==> src/rtl/alu_types.sv <==
// Shared types for the ALU and the two-requester ALU arbiter.
// alu_control_t encodes the ALU operation; bit 2 selects subtract/compare.
package alu_types;

    typedef enum logic [3:0] {
        ALU_AND = 4'b0000,
        ALU_OR  = 4'b0001,
        ALU_ADD = 4'b0010,
        ALU_XOR = 4'b0011,
        ALU_SUB = 4'b0110,
        ALU_SLT = 4'b0111,
        ALU_SLL = 4'b1000,
        ALU_SRL = 4'b1001,
        ALU_SRA = 4'b1010,
        ALU_NOR = 4'b1100
    } alu_control_t;

    typedef enum logic [1:0] {
        IDLE,
        EXEC,
        RESP
    } alu_arb_state_t;

endpackage

==> src/rtl/alu.sv <==
// Combinational N-bit ALU: control[2] inverts b and injects carry for SUB/SLT,
// shifts use b[4:0], unused encodings give result 0 (and therefore zero=1).
module alu
    import alu_types::*;
#(
    parameter int unsigned N = 32
) (
    input  logic [N-1:0] a_i,
    input  logic [N-1:0] b_i,
    input  alu_control_t control_i,
    output logic [N-1:0] result_o,
    output logic         overflow_o,
    output logic         zero_o,
    output logic         equal_o
);

    logic [N-1:0] b_eff;
    logic [N-1:0] sum;
    logic         ovf_raw;
    logic         is_arith;

    always_comb begin
        b_eff    = control_i[2] ? ~b_i : b_i;
        sum      = a_i + b_eff + {{(N-1){1'b0}}, control_i[2]};
        ovf_raw  = (a_i[N-1] == b_eff[N-1]) && (sum[N-1] != a_i[N-1]);
        is_arith = 1'b0;
        result_o = '0;
        case (control_i)
            ALU_AND: result_o = a_i & b_i;
            ALU_OR:  result_o = a_i | b_i;
            ALU_XOR: result_o = a_i ^ b_i;
            ALU_NOR: result_o = ~(a_i | b_i);
            ALU_ADD, ALU_SUB: begin
                result_o = sum;
                is_arith = 1'b1;
            end
            // signed less-than: sign of a-b corrected by its overflow
            ALU_SLT: result_o = {{(N-1){1'b0}}, sum[N-1] ^ ovf_raw};
            ALU_SLL: result_o = a_i << b_i[4:0];
            ALU_SRL: result_o = a_i >> b_i[4:0];
            ALU_SRA: result_o = $unsigned($signed(a_i) >>> b_i[4:0]);
            default: result_o = '0;
        endcase
        overflow_o = is_arith & ovf_raw;
        zero_o     = (result_o == '0);
        equal_o    = (a_i == b_i);
    end

endmodule

==> src/rtl/alu_arbiter.sv <==
// Round-robin arbiter sharing one ALU between two requesters (IDLE/EXEC/RESP).
// Define ALU_ARBITER_FLAGS_EN to register and output the ALU flags.
module alu_arbiter
    import alu_types::*;
#(
    parameter int unsigned N = 32
) (
    input  logic         clk,
    input  logic         rst_n,
    input  logic         req0_valid,
    input  logic         req1_valid,
    output logic         req0_ready,
    output logic         req1_ready,
    input  logic [N-1:0] req0_a,
    input  logic [N-1:0] req0_b,
    input  logic [N-1:0] req1_a,
    input  logic [N-1:0] req1_b,
    input  alu_control_t req0_control,
    input  alu_control_t req1_control,
    output logic         rsp_valid,
    input  logic         rsp_ready,
    output logic         rsp_id,
    output logic [N-1:0] rsp_result,
    output logic         rsp_overflow,
    output logic         rsp_zero,
    output logic         rsp_equal
);

    alu_arb_state_t state_q;
    logic           last_q;
    logic [N-1:0]   a_q;
    logic [N-1:0]   b_q;
    alu_control_t   ctrl_q;
    logic           id_q;
    logic           rsp_valid_q;
    logic           rsp_id_q;
    logic [N-1:0]   result_q;
    logic           grant0;
    logic           grant1;
    logic [N-1:0]   alu_result;
    logic           alu_ovf;
    logic           alu_zero;
    logic           alu_eq;

    // last_q==1 means requester 1 was granted last, so requester 0 wins a tie
    always_comb begin
        grant0     = req0_valid && (!req1_valid || last_q);
        grant1     = req1_valid && !grant0;
        req0_ready = rst_n && (state_q == IDLE) && grant0;
        req1_ready = rst_n && (state_q == IDLE) && grant1;
    end

    alu #(.N(N)) u_alu (
        .a_i       (a_q),
        .b_i       (b_q),
        .control_i (ctrl_q),
        .result_o  (alu_result),
        .overflow_o(alu_ovf),
        .zero_o    (alu_zero),
        .equal_o   (alu_eq)
    );

    always_ff @(posedge clk or negedge rst_n) begin
        if (!rst_n) begin
            state_q     <= IDLE;
            last_q      <= 1'b1;
            a_q         <= '0;
            b_q         <= '0;
            ctrl_q      <= ALU_AND;
            id_q        <= 1'b0;
            rsp_valid_q <= 1'b0;
            rsp_id_q    <= 1'b0;
            result_q    <= '0;
        end else begin
            case (state_q)
                IDLE: begin
                    if (grant0 || grant1) begin
                        a_q     <= grant1 ? req1_a : req0_a;
                        b_q     <= grant1 ? req1_b : req0_b;
                        ctrl_q  <= grant1 ? req1_control : req0_control;
                        id_q    <= grant1;
                        last_q  <= grant1;
                        state_q <= EXEC;
                    end
                end
                EXEC: begin
                    result_q    <= alu_result;
                    rsp_id_q    <= id_q;
                    rsp_valid_q <= 1'b1;
                    state_q     <= RESP;
                end
                RESP: begin
                    if (rsp_ready) begin
                        rsp_valid_q <= 1'b0;
                        state_q     <= IDLE;
                    end
                end
                default: state_q <= IDLE;
            endcase
        end
    end

    assign rsp_valid  = rsp_valid_q;
    assign rsp_id     = rsp_id_q;
    assign rsp_result = result_q;

`ifdef ALU_ARBITER_FLAGS_EN
    logic ovf_q;
    logic zero_q;
    logic eq_q;

    always_ff @(posedge clk or negedge rst_n) begin
        if (!rst_n) begin
            ovf_q  <= 1'b0;
            zero_q <= 1'b0;
            eq_q   <= 1'b0;
        end else if (state_q == EXEC) begin
            ovf_q  <= alu_ovf;
            zero_q <= alu_zero;
            eq_q   <= alu_eq;
        end
    end

    assign rsp_overflow = ovf_q;
    assign rsp_zero     = zero_q;
    assign rsp_equal    = eq_q;
`else
    logic flags_unused;
    assign flags_unused = alu_ovf ^ alu_zero ^ alu_eq;
    assign rsp_overflow = 1'b0;
    assign rsp_zero     = 1'b0;
    assign rsp_equal    = 1'b0;
`endif

endmodule

==> config.mk <==
export PLATFORM = sky130hd
export DESIGN_NAME = alu_arbiter
export DESIGN_NICKNAME = d
export VERILOG_FILES = /design/src/rtl/alu_types.sv /design/src/rtl/alu.sv /design/src/rtl/alu_arbiter.sv
export SDC_FILE = /design/constraint.sdc
export NUM_CORES = 1
export LEC_CHECK = 0
export ABC_AREA = 1
export CORE_ASPECT_RATIO = 0.7
export CORE_UTILIZATION = 45
export CTS_CLUSTER_DIAMETER = 50
export CTS_CLUSTER_SIZE = 10
export DETAILED_ROUTE_END_ITERATION = 6
export MAX_ROUTING_LAYER = met4
export PLACE_DENSITY = 0.67
export RECOVER_POWER = 25
export SYNTH_ARGS = -nofsm -noshare
export SYNTH_HDL_FRONTEND = slang
export SYNTH_SLANG_ARGS = --single-unit
==> constraint.sdc <==
create_clock -name clk -period 7.1 [get_ports clk]
set_clock_uncertainty 0.05 [all_clocks]
set_input_delay 1.42 -clock clk [delete_from_list [all_inputs] [get_ports clk]]
set_output_delay 1.42 -clock clk [all_outputs]
set_load 0.05 [all_outputs]
==> metrics, run 1 <==
outcome=finished, violations left; failing checks=design-rule violations, max-capacitance violations, max-slew violations; post-layout util=54.0%; placed insts=2,668; WP data arrival=3.51 ns; FF+latch count, synth=106; GP Congestion=1.07; post-cts resize count=0; GRT Resource Usage Total=38.8%; Max Buffers Root-to-Sink=2; Slew Limit Fails=90; Synth cell types=45; non-filler cells, final=2,687; ANT nets after route=0; CTS tree=built; clock root cell=clkbuf_16; Num Clock Sinks=106; YS warnings=0; Residual DRC=15; register area share after synthesis=20.5%; initial antenna violation count=3; Period Utilization, post-route=70.2%; worst hold path type=flip-flop to flip-flop; CP endpoint kind=primary output; Rows=51; core area=0.0280 sq mm; average wire per standard cell=20.2 um; worst-path fanout max=21; Initial Utilization=46.2%; synth top area cells=nand2_1 24%, dfrtp_1 20%, nand3_1 14%, ha_1 10%, nor2_1 5.2%; Mapped Avg Cell Area=5.84 sq um; highest clock rate=201 MHz; vias in the first global route=14,200; TNS Setup=0 ns; global-route wire length before repair=83,100 um; Synth area leader=nand2_1; detailed placement HPWL=42,400 um; GRT Residual Overflow=0; Worst EP required=5.63 ns; RSZ-0062 raised after global routing=false; Die W=205 um; worst setup path class=input pin to primary output; min Tclk post-route=4.98 ns; Synth Flop Type=dfrtp_1; EDFF count, synth=0; Yosys top cell area share=23.5%; Setup WS post-layout=2.12 ns; Reg clk slew, reported paths=0.07 ns; share of cells above drive strength 1=3.42%; DRT iter0 DRCs=1,710; synthesized cell area=0.0129 sq mm; Hold Violations, Final=0; Setup crit start kind=input pin; via-per-instance ratio=5.75; CTS Buf Count=9; Rel. slew slack=-79.0%; I/O Pins=180; Hold Buf Count CTS=0; P&R area growth vs syn=16.8%; DRT Wirelength=54,300 um; PortBufs=176; DR vias=15,400; Setup-failing EPs final=0; Post-CTS Setup Inserts=0; final net count=2,554; H-tree depth=3; largest net degree at the start of global routing=89; worst slack at placement=2.13 ns; max-cap viol count=2; post-synthesis async set-or-reset flop share=100%; synthesized instance count=2,217; clk_lat worst skew=0.39 ns; Least-Margin Pin Slew=2.68 ns; DIE AREA=0.0295 sq mm; Die Ht=144 um; Detailed Routing Iterations Pass 1=7
## through the flow
stage	hold slack, ns	area (sq um)
floorplan	0.418	13000
global placement	0.414	14800
detailed placement	0.414	14800
CTS	0.434	15100
global route	0.449	15100
finish	0.434	15100
## placed cells by master (no fill, tap or decap), types with 15 or more instances in the layout
cell / synthesis / final
a21oi_1: 61 / 60
ha_1: 104 / 104
o211ai_1: 25 / 25
nor2_1: 178 / 177
o21ai_0: 68 / 68
inv_1: 175 / 174
nand2_1: 812 / 812
clkdlybuf4s50_1: 0 / 174
nand4_1: 15 / 15
dfrtp_1: 105 / 102
a31oi_1: 68 / 68
xor2_1: 29 / 29
nand3_1: 350 / 350
buf_4: 5 / 18
## final timing paths
kind                                                  end                      start  depth (start not counted)  slack (ns)
worst max-delay path                           req1_ready                      rst_n                          4        2.12
worst min-delay path            rsp_result[6]$_DFFE_PN0P_  rsp_result[6]$_DFFE_PN0P_                          2        0.43
worst max register to register  rsp_result[6]$_DFFE_PN0P_         b_q[0]$_DFFE_PN0P_                         18        3.43
worst min register to register  rsp_result[6]$_DFFE_PN0P_  rsp_result[6]$_DFFE_PN0P_                          2        0.43
max in group asynchronous           ctrl_q[2]$_DFFE_PN0P_                      rst_n                          2        2.38
min in group asynchronous       rsp_result[9]$_DFFE_PN0P_                      rst_n                          1        1.28
## sequential cells by signal, indices dropped and copies added, names as in the netlist
name	flops
last_q	1
id_q	1
rsp_valid	1
a_q	32
b_q	32
rsp_id	1
rsp_result	32
state_q	2
ctrl_q	4
## worst max-delay path: stages
cell and delay (ns):
clkbuf_1 0.96, nand2_1 0.17, nor2_1 0.14, clkdlybuf4s50_1 0.82
## per-layer routing
metal,vias to the layer above,share of wire (%),global-route usage [%]
met4,0,3.7,14.8
met2,690,43,58.2
met5,-,0,-
li1,7442,-,-
met3,119,10,8.62
met1,7197,43,50.6
## layout make-up
| cell class | count | area (sq um) |
|---|---|---|
| diodes | 3 | 7.51 |
| clock buffers | 9 | 225 |
| clock inverters | 7 | 68.8 |
| fillers | 2891 | 12900 |
| inverters | 187 | 702 |
| multi-input cells | 1808 | 9100 |
| flip-flops and latches | 106 | 2660 |
| well taps | 371 | 464 |
| repair buffers | 196 | 1900 |
## cell families (layout without fill, tap and decap cells)
logic type	Yosys count	count (layout)	share of synthesized area [%]
AO/OA/AOI/OAI	254	254	11.6
adder cells (fa/ha/maj)	105	105	10.2
buffers and inverters	305	399	9.50
other	1	6	0.0290
XOR/XNOR	31	31	2.10
AND/OR/NAND/NOR	1415	1415	46.1
flip-flops	106	106	20.5
## Yosys cell counts, drive strengths merged (2+ instances only)
cell and instances:
nand3b 9, o21bai 5, nor3 15, o211ai 25, xor2 29, nand4 15
nor2 185, a22o 2, o21ai 77, inv 185, xnor2 2, a21oi 62
dfrtp 105, a221oi 5, clkbuf 50, nand2 816, or2 9, clkinv 2
o21a 2, a211oi 2, a31oi 68, and2 12, buf 68, nand3 353
o2111ai 2, o31ai 2, ha 104
Power of run 1 is not shown: default switching activity piles up to over one toggle a cycle in this logic, so the estimate is an artifact.
==> inputs of run 2 (changes only) <==
--- a/config.mk
+++ b/config.mk
@@ -12,7 +12,7 @@
 export CTS_CLUSTER_SIZE = 10
 export DETAILED_ROUTE_END_ITERATION = 6
 export MAX_ROUTING_LAYER = met4
-export PLACE_DENSITY = 0.67
+export PLACE_DENSITY = 0.69
 export RECOVER_POWER = 25
 export SYNTH_ARGS = -nofsm -noshare
 export SYNTH_HDL_FRONTEND = slang
==> constraint.sdc (replaced) <==
create_clock -name clk -period 4.05 [get_ports clk]
set_clock_uncertainty 0.05 [all_clocks]
set_input_delay 0.81 -clock clk [delete_from_list [all_inputs] [get_ports clk]]
set_output_delay 0.81 -clock clk [all_outputs]
set_load 0.05 [all_outputs]
==> run 2 against run 1 <==
  * The flow finishes with violations (max-capacitance violations, max-slew violations)
  * Utilization is 0.41 points higher
  * Worst setup slack worse by 1.6 ns
  * First-iteration DRC count is 7.4% higher
==> metrics, run 2 (synthesis gave the netlist of run 1 again) <==
clock root cell=clkbuf_16; average wire per standard cell=21.4 um; Worst Hold Path Cells=2; outcome=finished, violations left; DR vias=15,700; CTS tree=built; GRT Resource Usage Total=40.6%; failing checks=max-capacitance violations, max-slew violations; vias in the first global route=14,000; detailed placement HPWL=45,300 um; PortBufs=176; Reg clk slew, reported paths=0.08 ns; RSZ-0062 raised after global routing=false; Setup-failing EPs final=0; TNS Setup=0 ns; Rows=51; I/O Pins=180; Detailed Routing Iterations Pass 1=6; Residual DRC=0; WP data arrival=2.66 ns; share of cells above drive strength 1=3.96%; Num Clock Sinks=106; Hold Violations, Final=0; most common cell after layout, fill and taps aside=nand2_1; DRT iter0 DRCs=1,837; GRT Residual Overflow=0; ANT nets after route=0; min Tclk post-route=3.52 ns; Hold Buf Count CTS=0; Initial Utilization=46.2%; worst r2r path cells=14; max-cap viol count=1; Setup crit start kind=flip-flop; Hold Crit Endpoint=rsp_result[14]$_DFFE_PN0P_; GP Congestion=1.09; worst setup path class=flip-flop to primary output; CTS Buf Count=9; H-tree depth=3; post-cts resize count=0; Reg-to-Reg End=rsp_result[28]$_DFFE_PN0P_; core area=0.0280 sq mm; DRT Wirelength=57,700 um; hold path startpoint=rsp_result[14]$_DFFE_PN0P_; worst-path fanout max=4; via-per-instance ratio=5.82; Die Ht=144 um; initial antenna violation count=1; clk_lat worst skew=0.39 ns; Least-Margin Pin Slew=2.24 ns; leading cell types in the layout, fill and taps excluded=812 x nand2_1, 350 x nand3_1, 177 x nor2_1; highest clock rate=284 MHz; largest net degree at the start of global routing=141; final net count=2,565; R2R setup slack=0.66 ns; global-route wire length before repair=85,800 um; Rel. slew slack=-49.2%; R2R Path Start=ctrl_q[2]$_DFFE_PN0P_; CP endpoint kind=primary output; P&R area growth vs syn=17.7%; DIE AREA=0.0295 sq mm; Period Utilization, post-route=86.8%; Post-CTS Setup Inserts=0; Die W=205 um; Max Buffers Root-to-Sink=2; worst hold path type=flip-flop to flip-flop; Worst EP required=3.19 ns; Slew Limit Fails=38
## run 2: cell count changes in the layout (fill, tap and decap cells not counted), sizes merged
cell,before,now
buf,18,30
clkdlybuf4s50,174,173
inv,190,188
diode,3,1
clkinvlp,1,0
clkinv,3,6
## run 2: worst max-delay path, stage by stage, from the launching register on
cell and delay (ns):
dfrtp_1 0.43, nor2_1 0.68, nand2_1 0.18, nor2_1 0.16
clkdlybuf4s50_1 0.81
## run 2: worst max path at each step
| stage | slack [ns] | depth (start not counted) | start | end |
|---|---|---|---|---|
| floorplan | 0.95 | 5 | req1_valid | req1_ready |
| global placement | 0.79 | 4 | req0_valid | req0_ready |
| detailed placement | 0.75 | 18 | ctrl_q[2]$_DFFE_PN0P_ | rsp_result[28]$_DFFE_PN0P_ |
| CTS | 0.54 | 4 | state_q[1]$_DFFE_PN0P_ | req0_ready |
| global route | 0.22 | 3 | rst_n | ctrl_q[2]$_DFFE_PN0P_ |
| finish | 0.53 | 4 | state_q[1]$_DFFE_PN0P_ | req0_ready |
## run 2: cell type report
cell class / count / area, sq um
diodes: 1 / 2.50
clock buffers: 9 / 225
clock inverters: 7 / 91.3
fillers: 2895 / 12800
inverters: 187 / 702
multi-input cells: 1808 / 9100
flip-flops and latches: 106 / 2660
well taps: 371 / 464
repair buffers: 207 / 1990
## run 2: metal layers
metal / global-route usage (%) / up-vias / routed length, um
met1: 55.9 / 7250 / 25200
met4: 12.2 / 0 / 1860
met3: 9.68 / 108 / 6880
met5: - / - / 0
li1: - / 7453 / -
met2: 58.2 / 885 / 23700
## run 2: per-stage QoR
| step | instances | util (%) | worst slack (ns) | hold slack (ns) | cell area, sq um |
|---|---|---|---|---|---|
| finish | 2696 | 54.4 | 0.534 | 0.436 | 15200 |
| global route | 2696 | 54.4 | 0.216 | 0.462 | 15200 |
| global placement | 2679 | 53.3 | 0.786 | 0.412 | 14900 |
| CTS | 2695 | 54.4 | 0.542 | 0.436 | 15300 |
| floorplan | 2219 | - | 0.951 | 0.418 | 13000 |
| detailed placement | 2679 | 53.3 | 0.754 | 0.416 | 14900 |
Power of run 2 is left out for the same reason.
==> inputs of run 3 (changes only) <==
--- a/config.mk
+++ b/config.mk
@@ -5,14 +5,13 @@
 export SDC_FILE = /design/constraint.sdc
 export NUM_CORES = 1
 export LEC_CHECK = 0
-export ABC_AREA = 1
 export CORE_ASPECT_RATIO = 0.7
 export CORE_UTILIZATION = 45
 export CTS_CLUSTER_DIAMETER = 50
 export CTS_CLUSTER_SIZE = 10
 export DETAILED_ROUTE_END_ITERATION = 6
 export MAX_ROUTING_LAYER = met4
-export PLACE_DENSITY = 0.69
+export PLACE_DENSITY = 0.7
 export RECOVER_POWER = 25
 export SYNTH_ARGS = -nofsm -noshare
 export SYNTH_HDL_FRONTEND = slang
==> run 3 against run 2 <==
  * The flow now finishes without violations
  * Register-to-register slack lost 0.23 ns
  * Critical path depth grew 7
  * Count of clock-buffer cells in the layout is the same
  * Sequential share of layout area grew 0.32 points
  * Critical path type is now flip-flop to flip-flop
  * Largest cell class unchanged
==> metrics, run 3 <==
worst setup path class=flip-flop to flip-flop; DR vias=12,900; CP endpoint kind=flip-flop; CP Buf/Inv Count=1; Die Ht=140 um; critical path's largest stage delay=0.82 ns; WP data arrival=3.86 ns; Hold Violations, Final=0; Worst EP required=4.29 ns; GP Congestion=1.05; worst hold path type=flip-flop to flip-flop; min Tclk post-route=3.62 ns; Synth Area in XOR/XNOR=4.00%; clock root cell=clkbuf_16; highest clock rate=276 MHz; ANT nets after route=0; DIE AREA=0.0279 sq mm; largest net degree at the start of global routing=107; GR Util met3=7.27%; via-per-instance ratio=6.30; Hold Buf Count CTS=0; leading cell types in the layout, fill and taps excluded=183 x a21oi_1, 174 x clkdlybuf4s50_1, 170 x nor2_1; Setup-failing EPs final=0; EDFF count, synth=0; Synth cell types=73; average wire per standard cell=25.0 um; Max Buffers Root-to-Sink=2; H-tree depth=3; crit-path cells=buf_4, xor2_1, ha_1, nand2_1, or3_1, nor2_1, a21oi_2, o21ai_2, a21oi_1, or4_1, a41oi_1; Post-CTS Setup Inserts=0; Period Utilization, post-route=89.4%; GRT Residual Overflow=0; initial antenna violation count=2; worst slack at placement=0.518 ns; CTS Buf Count=9; Initial Utilization=45.8%; most common cell after layout, fill and taps aside=a21oi_1; TNS Setup=0 ns; Reg clk slew, reported paths=0.08 ns; busiest layer in global routing=met1; RSZ-0062 raised after global routing=false; P&R area growth vs syn=22.2%; grt met1 use=54.9%; YS warnings=0; DRT Wirelength=51,100 um; detailed placement HPWL=39,500 um; synthesized cell area=0.0123 sq mm; DRT iter0 DRCs=1,351; clk_lat worst skew=0.39 ns; final net count=1,920; Synth area leader=dfrtp_1; Setup WS post-layout=0.429 ns; post-synthesis mux area share=17.8%; Fill cells=2,601; Yosys top cell area share=21.4%; post-cts resize count=0; Rows=50; Setup crit start kind=flip-flop; GRT Resource Usage Total=37.8%; worst-path fanout max=22; register area share after synthesis=21.6%; count leader, synth=a21oi_1; CP max-delay cell=dfrtp_2; outcome=completed; FF+latch count, synth=106; top cells by count, synth=184 x a21oi_1, 170 x nor2_1, 141 x nand2_1; multi-input logic area=0.00883 sq mm; share of cells above drive strength 1=10.0%; I/O Pins=180; Synth Area in Adders=10.8%; synthesized instance count=1,529; Compound-Gate Fraction of Synth Area=24.6%; post-synthesis async set-or-reset flop share=100%; Top delay family on crit path=simple AND/OR/NAND/NOR gates; vias in the first global route=11,800; global routing usage on met2=52.2%; Die W=199 um; Num Clock Sinks=106; CTS tree=built; Rel. slew slack=17.6%; core area=0.0268 sq mm; PortBufs=176; max-cap viol count=0; Least-Margin Pin Slew=1.22 ns; Synth Area in Simple Gates=14.3%; Detailed Routing Iterations Pass 1=6; global-route wire length before repair=75,900 um; Slew Limit Fails=0; Residual DRC=0; Mapped Avg Cell Area=8.02 sq um; Synth Flop Type=dfrtp_1; Register Area=0.00266 sq mm; synth top area cells=dfrtp_1 21%, ha_1 11%, mux2i_1 10%, a21oi_1 7.5%, mux4_2 6.4%; main combinational cell family by area after synthesis=compound AO/OA/AOI/OAI gates
run 3: changes by cell type after synthesis, sizes merged, moves of 18 or more:
cell	delta
o21ai	+18
a211oi	+22
nand3	-331
a31oi	-55
inv	-106
mux4	+35
a21oi	+124
nand2	-675
mux2i	+124
run 3: metal layers:
| layer | routed length, um | vias to the layer above |
|---|---|---|
| met5 | 0 | - |
| met3 | 5790 | 75 |
| met1 | 22500 | 6150 |
| met2 | 21300 | 798 |
| met4 | 1470 | 0 |
| li1 | - | 5870 |
run 3: path summary, 6_finish.rpt:
kind	endpoint	cells after the start	startpoint	slack [ns]
min in group asynchronous	state_q[0]$_DFFE_PN0P_	2	rst_n	0.89
max in group asynchronous	b_q[31]$_DFFE_PN0P_	2	rst_n	2.57
setup reg to reg	rsp_result[29]$_DFFE_PN0P_	11	ctrl_q[2]$_DFFE_PN0P_	0.43
hold reg to reg	rsp_result[6]$_DFFE_PN0P_	2	rsp_result[6]$_DFFE_PN0P_	0.43
setup / recovery	rsp_result[29]$_DFFE_PN0P_	11	ctrl_q[2]$_DFFE_PN0P_	0.43
hold / removal	rsp_result[6]$_DFFE_PN0P_	2	rsp_result[6]$_DFFE_PN0P_	0.43
run 3: logic make-up (layout without fill, tap and decap cells):
logic type,count (synthesis),in the layout
buffers and inverters,201,349
flip-flops,106,106
adder cells (fa/ha/maj),105,105
AND/OR/NAND/NOR,408,408
multiplexers,173,173
XOR/XNOR,56,56
AO/OA/AOI/OAI,479,479
other,1,6
run 3: final cells by class:
class	count	area share, %
flip-flops and latches	106	17.8
multi-input cells	1224	58.9
inverters	80	2.00
repair buffers	253	16.1
clock buffers	9	1.50
clock inverters	7	0.593
diodes	3	0.0501
well taps	364	3.04
run 3: per-stage QoR:
step / cells / util (%) / hold slack (ns) / instance area, sq um
2_1_floorplan: 1531 / - / 0.403 / 12300
3_3_place_gp: 2027 / 54.8 / 0.413 / 14700
3_5_place_dp: 2027 / 54.8 / 0.419 / 14700
4_1_cts: 2043 / 56.0 / 0.437 / 15000
5_1_grt: 2045 / 56.0 / 0.478 / 15000
6_report: 2046 / 56.0 / 0.428 / 15000
run 3: tightest hold or removal path: stages, from the launching register on:
cell and delay (ns):
dfrtp_1 0.34, nand2_1 0.05, o21ai_0 0.06
Power of run 3 is left out for the same reason.
